## config.mk

```make
export PLATFORM = sky130hd
export DESIGN_NAME = keypad_entry_ctrl
export DESIGN_NICKNAME = d
export VERILOG_FILES = /design/src/rtl/keypad_entry_ctrl.sv
export SDC_FILE = /design/constraint.sdc
export NUM_CORES = 1
export LEC_CHECK = 0
export ABC_AREA = 0
export ABC_CLOCK_PERIOD_IN_PS = 4200
export BUFFER_PORTS_ARGS = -buffer_cell sky130_fd_sc_hd__buf_4
export CAP_MARGIN = 0
export CORE_MARGIN = 5
export CORE_UTILIZATION = 45
export CTS_BUF_LIST = sky130_fd_sc_hd__clkbuf_8
export DETAILED_ROUTE_END_ITERATION = 10
export GPL_ROUTABILITY_DRIVEN = 0
export PLACE_DENSITY = 0.67
export SLEW_MARGIN = 20
export SYNTH_ARGS = -nofsm -noshare
export SYNTH_HDL_FRONTEND = slang
export SYNTH_SLANG_ARGS = --single-unit
```

## constraint.sdc

```tcl
create_clock -name clk -period 4.2 [get_ports clk]
set_input_delay 0.84 -clock clk [delete_from_list [all_inputs] [get_ports clk]]
set_output_delay 0.84 -clock clk [all_outputs]
set_load 0.005 [all_outputs]
```

## src/rtl/keypad_entry_ctrl.sv

```systemverilog
// Keypad entry sequencer: debounces keypad_scan strobes into single key events and assembles two BCD operands.
// Optional feature: define KEY_BACKSPACE_EN to make 'D' delete the last digit entered.
module keypad_entry_ctrl #(
  parameter  int MAX_DIGITS     = 3,
  parameter  int RELEASE_CYCLES = 500_000,
  localparam int W              = 4 * MAX_DIGITS,
  localparam int CW             = $clog2(MAX_DIGITS + 1)
) (
  input  logic          clk,
  input  logic          rst_n,
  input  logic [1:0]    key_row,
  input  logic [1:0]    key_col,
  input  logic          key_valid,
  output logic          key_stb,
  output logic [3:0]    key_code,
  output logic [1:0]    state,
  output logic [W-1:0]  disp_bcd,
  output logic [CW-1:0] disp_digits,
  output logic [W-1:0]  op_a,
  output logic [W-1:0]  op_b,
  output logic          op_valid,
  input  logic          op_ready
);

  localparam int RW = (RELEASE_CYCLES > 1) ? $clog2(RELEASE_CYCLES) : 1;

  localparam logic [3:0] CODE_STAR = 4'd14;
  localparam logic [3:0] CODE_HASH = 4'd15;
`ifdef KEY_BACKSPACE_EN
  localparam logic [3:0] CODE_BKSP = 4'd13;
`endif

  typedef enum logic [1:0] {
    ENTER_A = 2'd0,
    ENTER_B = 2'd1,
    HANDOFF = 2'd2
  } state_t;

  state_t        state_q, state_d;
  logic [W-1:0]  op_a_q, op_a_d, op_b_q, op_b_d;
  logic [CW-1:0] cnt_a_q, cnt_a_d, cnt_b_q, cnt_b_d;
  logic          op_valid_q, op_valid_d;
  logic          armed_q;
  logic [RW-1:0] rel_cnt_q;
  logic          accept;
  logic [3:0]    code;
  logic          is_digit;

  // Physical layout {1,2,3,A, 4,5,6,B, 7,8,9,C, *,0,#,D} indexed by row*4+col.
  always_comb begin
    unique case ({key_row, key_col})
      4'd0:    code = 4'd1;
      4'd1:    code = 4'd2;
      4'd2:    code = 4'd3;
      4'd3:    code = 4'd10;
      4'd4:    code = 4'd4;
      4'd5:    code = 4'd5;
      4'd6:    code = 4'd6;
      4'd7:    code = 4'd11;
      4'd8:    code = 4'd7;
      4'd9:    code = 4'd8;
      4'd10:   code = 4'd9;
      4'd11:   code = 4'd12;
      4'd12:   code = CODE_STAR;
      4'd13:   code = 4'd0;
      4'd14:   code = CODE_HASH;
      default: code = 4'd13;
    endcase
  end

  assign accept   = key_valid && armed_q;
  assign is_digit = (code <= 4'd9);

  always_comb begin
    // NOTE: every next-value gets a hold default first so no branch can infer a latch.
    state_d    = state_q;
    op_a_d     = op_a_q;
    op_b_d     = op_b_q;
    cnt_a_d    = cnt_a_q;
    cnt_b_d    = cnt_b_q;
    op_valid_d = op_valid_q;
    unique case (state_q)
      ENTER_A: if (accept) begin
        if (is_digit) begin
          if (cnt_a_q < CW'(MAX_DIGITS)) begin
            op_a_d  = (op_a_q << 4) | W'(code);
            cnt_a_d = cnt_a_q + CW'(1);
          end
        end else if (code == CODE_HASH) begin
          if (cnt_a_q != '0) begin
            state_d = ENTER_B;
            cnt_b_d = '0;
          end
        end else if (code == CODE_STAR) begin
          op_a_d  = '0;
          cnt_a_d = '0;
        end
`ifdef KEY_BACKSPACE_EN
        else if (code == CODE_BKSP && cnt_a_q != '0) begin
          op_a_d  = op_a_q >> 4;
          cnt_a_d = cnt_a_q - CW'(1);
        end
`endif
      end
      ENTER_B: if (accept) begin
        if (is_digit) begin
          if (cnt_b_q < CW'(MAX_DIGITS)) begin
            op_b_d  = (op_b_q << 4) | W'(code);
            cnt_b_d = cnt_b_q + CW'(1);
          end
        end else if (code == CODE_HASH) begin
          if (cnt_b_q != '0) begin
            state_d    = HANDOFF;
            op_valid_d = 1'b1;
          end
        end else if (code == CODE_STAR) begin
          state_d = ENTER_A;
          op_a_d  = '0;
          op_b_d  = '0;
          cnt_a_d = '0;
          cnt_b_d = '0;
        end
`ifdef KEY_BACKSPACE_EN
        else if (code == CODE_BKSP) begin
          if (cnt_b_q != '0) begin
            op_b_d  = op_b_q >> 4;
            cnt_b_d = cnt_b_q - CW'(1);
          end else begin
            state_d = ENTER_A;
          end
        end
`endif
      end
      HANDOFF: if (op_valid_q && op_ready) begin
        // A key landing on the handshake cycle is dropped: the clear takes priority.
        state_d    = ENTER_A;
        op_valid_d = 1'b0;
        op_a_d     = '0;
        op_b_d     = '0;
        cnt_a_d    = '0;
        cnt_b_d    = '0;
      end
      default: state_d = ENTER_A;
    endcase
  end

  always_ff @(posedge clk or negedge rst_n) begin
    if (!rst_n) begin
      state_q    <= ENTER_A;
      op_a_q     <= '0;
      op_b_q     <= '0;
      cnt_a_q    <= '0;
      cnt_b_q    <= '0;
      op_valid_q <= 1'b0;
      key_stb    <= 1'b0;
      key_code   <= '0;
      armed_q    <= 1'b1;
      rel_cnt_q  <= '0;
    end else begin
      // NOTE: non-blocking assignments so every flop samples pre-edge values.
      state_q    <= state_d;
      op_a_q     <= op_a_d;
      op_b_q     <= op_b_d;
      cnt_a_q    <= cnt_a_d;
      cnt_b_q    <= cnt_b_d;
      op_valid_q <= op_valid_d;
      key_stb    <= accept;
      if (accept) begin
        key_code <= code;
        armed_q  <= 1'b0;
      end
      if (key_valid) begin
        rel_cnt_q <= '0;
      end else if (rel_cnt_q == RW'(RELEASE_CYCLES - 1)) begin
        armed_q <= 1'b1;
      end else begin
        rel_cnt_q <= rel_cnt_q + RW'(1);
      end
    end
  end

  assign state       = state_q;
  assign op_a        = op_a_q;
  assign op_b        = op_b_q;
  assign op_valid    = op_valid_q;
  assign disp_bcd    = (state_q == ENTER_A) ? op_a_q : op_b_q;
  assign disp_digits = (state_q == ENTER_A) ? cnt_a_q : cnt_b_q;

endmodule

```

==> results.md <==
* Status: finished, final reports clean
* Hold buffer count at cts at 0
* Top cell type's share of synthesized area at 0.430
* Skew-Pair Late Insertion Delay at 0.31 ns
* Comb pwr share at 0.446
* Power share of the clock group at 0.158
* Synth warn at 0
* Asr flop ratio synth at 1.00
* Sink Count at 56
* Crit. End Element: output port
* Final nets at 370
* Switching Share at 0.374
* Commonest non-fill, non-tap cell in the layout: dfrtp_1
* # rows at 30
* Layout cell share with drive strength beyond 1 at 0.251
* Slew Limit Fails at 0
* Drt drc at 0
* Final Hold Fails at 0
* Post-DP HPWL at 5180 microns
* Worst path required time at 3.36 ns
* Peak supply drop at 0.000297 V
* RSZ-0062 raised after global routing: false
* P&R area growth vs syn at 17.0%
* Post-DP Area at 3650 sq um
* Most used DFF post-synth: dfrtp_1
* DRT Wirelength at 7040 microns
* Die Height at 94.3 microns
* Reg2reg setup slack at 1.33 ns
* Hold Startpoint: key_code[1]
* WS Path Type: flip-flop to output port
* Power per cell area at 534 nW/um^2
* EDFF count, synth at 0
* DRT Pass-1 Iters at 4
* Num CTS Buffers at 5
* Syn Std Cell Area at 3200 sq um
* WP data arrival at 2.20 ns
* Maximum clock frequency at 329 MHz
* First-pass GRT wire length at 12300 microns
* Total GRT Usage at 0.171
* Core ar. at 6870 sq um
* Clock Skew at 0.0118 ns
* GRT overflow at 0
* Rel. slew slack at 0.369
* Die area at 8900 sq um
* WL/cell at 15.8 microns
* Tightest Pin Transition at 0.946 ns
* Buffers on Ports at 53
* RR Endpoint: cnt_a_q[0]
* Die X at 94.3 microns
* CTS tree: yes
* Setup_tns at 0 ns
* CTS Root Cell: clkbuf_8
* Mapped Cells at 302
* Period utilisation layout at 0.723
* Syn Nets at 323
* Vias/cell at 5.48
* Min-delay worst type: flip-flop to flip-flop
* Net load switching power at 0.747 mW
* Hold path cells at 2
* CTS HTree Levels at 2
* Post-cts gate resize count at 0
* Yosys cell types at 61
* Mean Syn Cell Area at 10.6 sq um
* Hold EP: key_code[1]
* Antenna violations before repair at 0
* Vias in the first global route at 2520
* Final Cell Area at 3750 sq um
* Sequential area share after synthesis at 0.438
* Routed Antenna Nets at 0
* Internal power at 1.25 mW
* MaxCap Viol Count at 0
* Worst R2R Start: state[0]
* Worst reg2reg path depth at 7
* Leak pwr at 1.79 nW
* Minimum clock period at 3.04 ns
* Crit Path Max Fanout at 21
* DRT iter0 DRCs at 88
* Final setup vio count at 0
* Seq cells post-synth at 56
* Sequential power share at 0.397
* # IOs at 54
* Reg clk slew, reported paths at 0.11 ns
* Synth area leaders: dfrtp_1, ha_1, mux2_1, xor2_1, nor2_1
* Starting Density at 0.466
* Largest net degree at the start of global routing at 57
* Yosys top cell by area: dfrtp_1
* Commonest non-fill, non-tap cells in the layout: dfrtp_1, buf_4, nor2_1
* Post-CTS Setup Inserts at 0
* Clk buf depth at 2
* Vias at 2443
* Startpoint Class: flip-flop
* Antenna diodes at 0
==> Yosys cell counts, drive strengths merged (3+ instances only) <==
| cell type | instances |
|---|---|
| a21o | 11 |
| a21oi | 6 |
| a22o | 10 |
| and2 | 3 |
| buf | 6 |
| clkbuf | 8 |
| dfrtp | 55 |
| ha | 13 |
| inv | 15 |
| mux2 | 18 |
| mux2i | 5 |
| nand2 | 20 |
| nand2b | 3 |
| nand3 | 13 |
| nand4 | 6 |
| nor2 | 24 |
| nor3 | 6 |
| nor4 | 7 |
| nor4b | 9 |
| o211ai | 3 |
| o21ai | 13 |
| o2bb2ai | 3 |
| o31ai | 3 |
| or3 | 3 |
| xnor2 | 3 |
| xor2 | 11 |
==> power by group through the flow <==
stage | sequential (mW) | clock, mW | combinational, mW
6_report | 0.793 | 0.315 | 0.891
5_1_grt | 0.813 | 0.350 | 0.982
4_1_cts | 0.792 | 0.325 | 0.905
3_5_place_dp | 0.799 | 0 | 0.903
3_3_place_gp | 0.801 | 0 | 0.892
2_1_floorplan | 0.774 | 0 | 0.532
==> routing by layer <==
| metal | track usage | part of all wire | up-vias |
|---|---|---|---|
| met5 | 0 | 0 | - |
| met4 | 0.0385 | 0.011 | 0 |
| met3 | 0.0343 | 0.039 | 7 |
| met2 | 0.283 | 0.47 | 54 |
| met1 | 0.234 | 0.48 | 1185 |
| li1 | - | - | 1197 |
==> flip-flops by register name, summed over array words and instances, names as in the netlist <==
signal / flops
rel_cnt_q: 19
op_b: 12
cnt_a_q: 2
op_valid: 1
op_a: 12
key_code: 4
armed_q: 1
key_stb: 1
state: 2
cnt_b_q: 2
==> area by class of cell <==
cell class | instances | area, sq um
inverters | 15 | 56.3
multi-input cells | 217 | 1670
clock inverters | 3 | 27.5
well taps | 96 | 120
clock buffers | 5 | 68.8
repair buffers | 54 | 405
fillers | 635 | 3120
flip-flops and latches | 56 | 1400
==> worst max-delay path by stage <==
stage / from / end / slack [ns] / cells after the start
floorplan: state[0] / disp_bcd[10] / 1.63 / 5
global placement: key_valid / cnt_a_q[0] / 1.27 / 6
detailed placement: key_valid / cnt_a_q[0] / 1.21 / 6
CTS: state[0] / disp_bcd[8] / 1.13 / 4
global route: state[0] / disp_bcd[7] / 1.02 / 4
finish: state[0] / disp_bcd[8] / 1.16 / 4
==> worst max-delay path, cell delays in order, from the launching register on <==
cell and delay [ns]:
dfrtp_1 0.45, inv_1 0.10, ha_1 0.78, mux2_2 0.42
buf_4 0.14
==> logic make-up (layout without fill, tap and decap cells) <==
| logic type | Yosys count | after routing | synth area share |
|---|---|---|---|
| and+or+nand+nor | 105 | 105 | 0.188 |
| xor gates and xnor gates | 14 | 14 | 0.0383 |
| adders and majority gates | 13 | 13 | 0.0508 |
| buffers and inverters | 29 | 77 | 0.0414 |
| muxes | 23 | 23 | 0.0790 |
| AOI/OAI and AO/OA | 62 | 62 | 0.165 |
| DFF | 56 | 56 | 0.438 |
==> per-stage QoR <==
stage	setup slack, ns	hold WS (ns)	instances	power, mW	utilization
floorplan	1.63	0.473	302	1.31	-
global placement	1.27	0.481	438	1.69	0.531
detailed placement	1.21	0.483	438	1.70	0.531
CTS	1.13	0.508	446	2.02	0.545
global route	1.02	0.543	446	2.15	0.545
finish	1.16	0.502	446	2.00	0.545
Note: power is estimated with default switching activity, not from simulation.
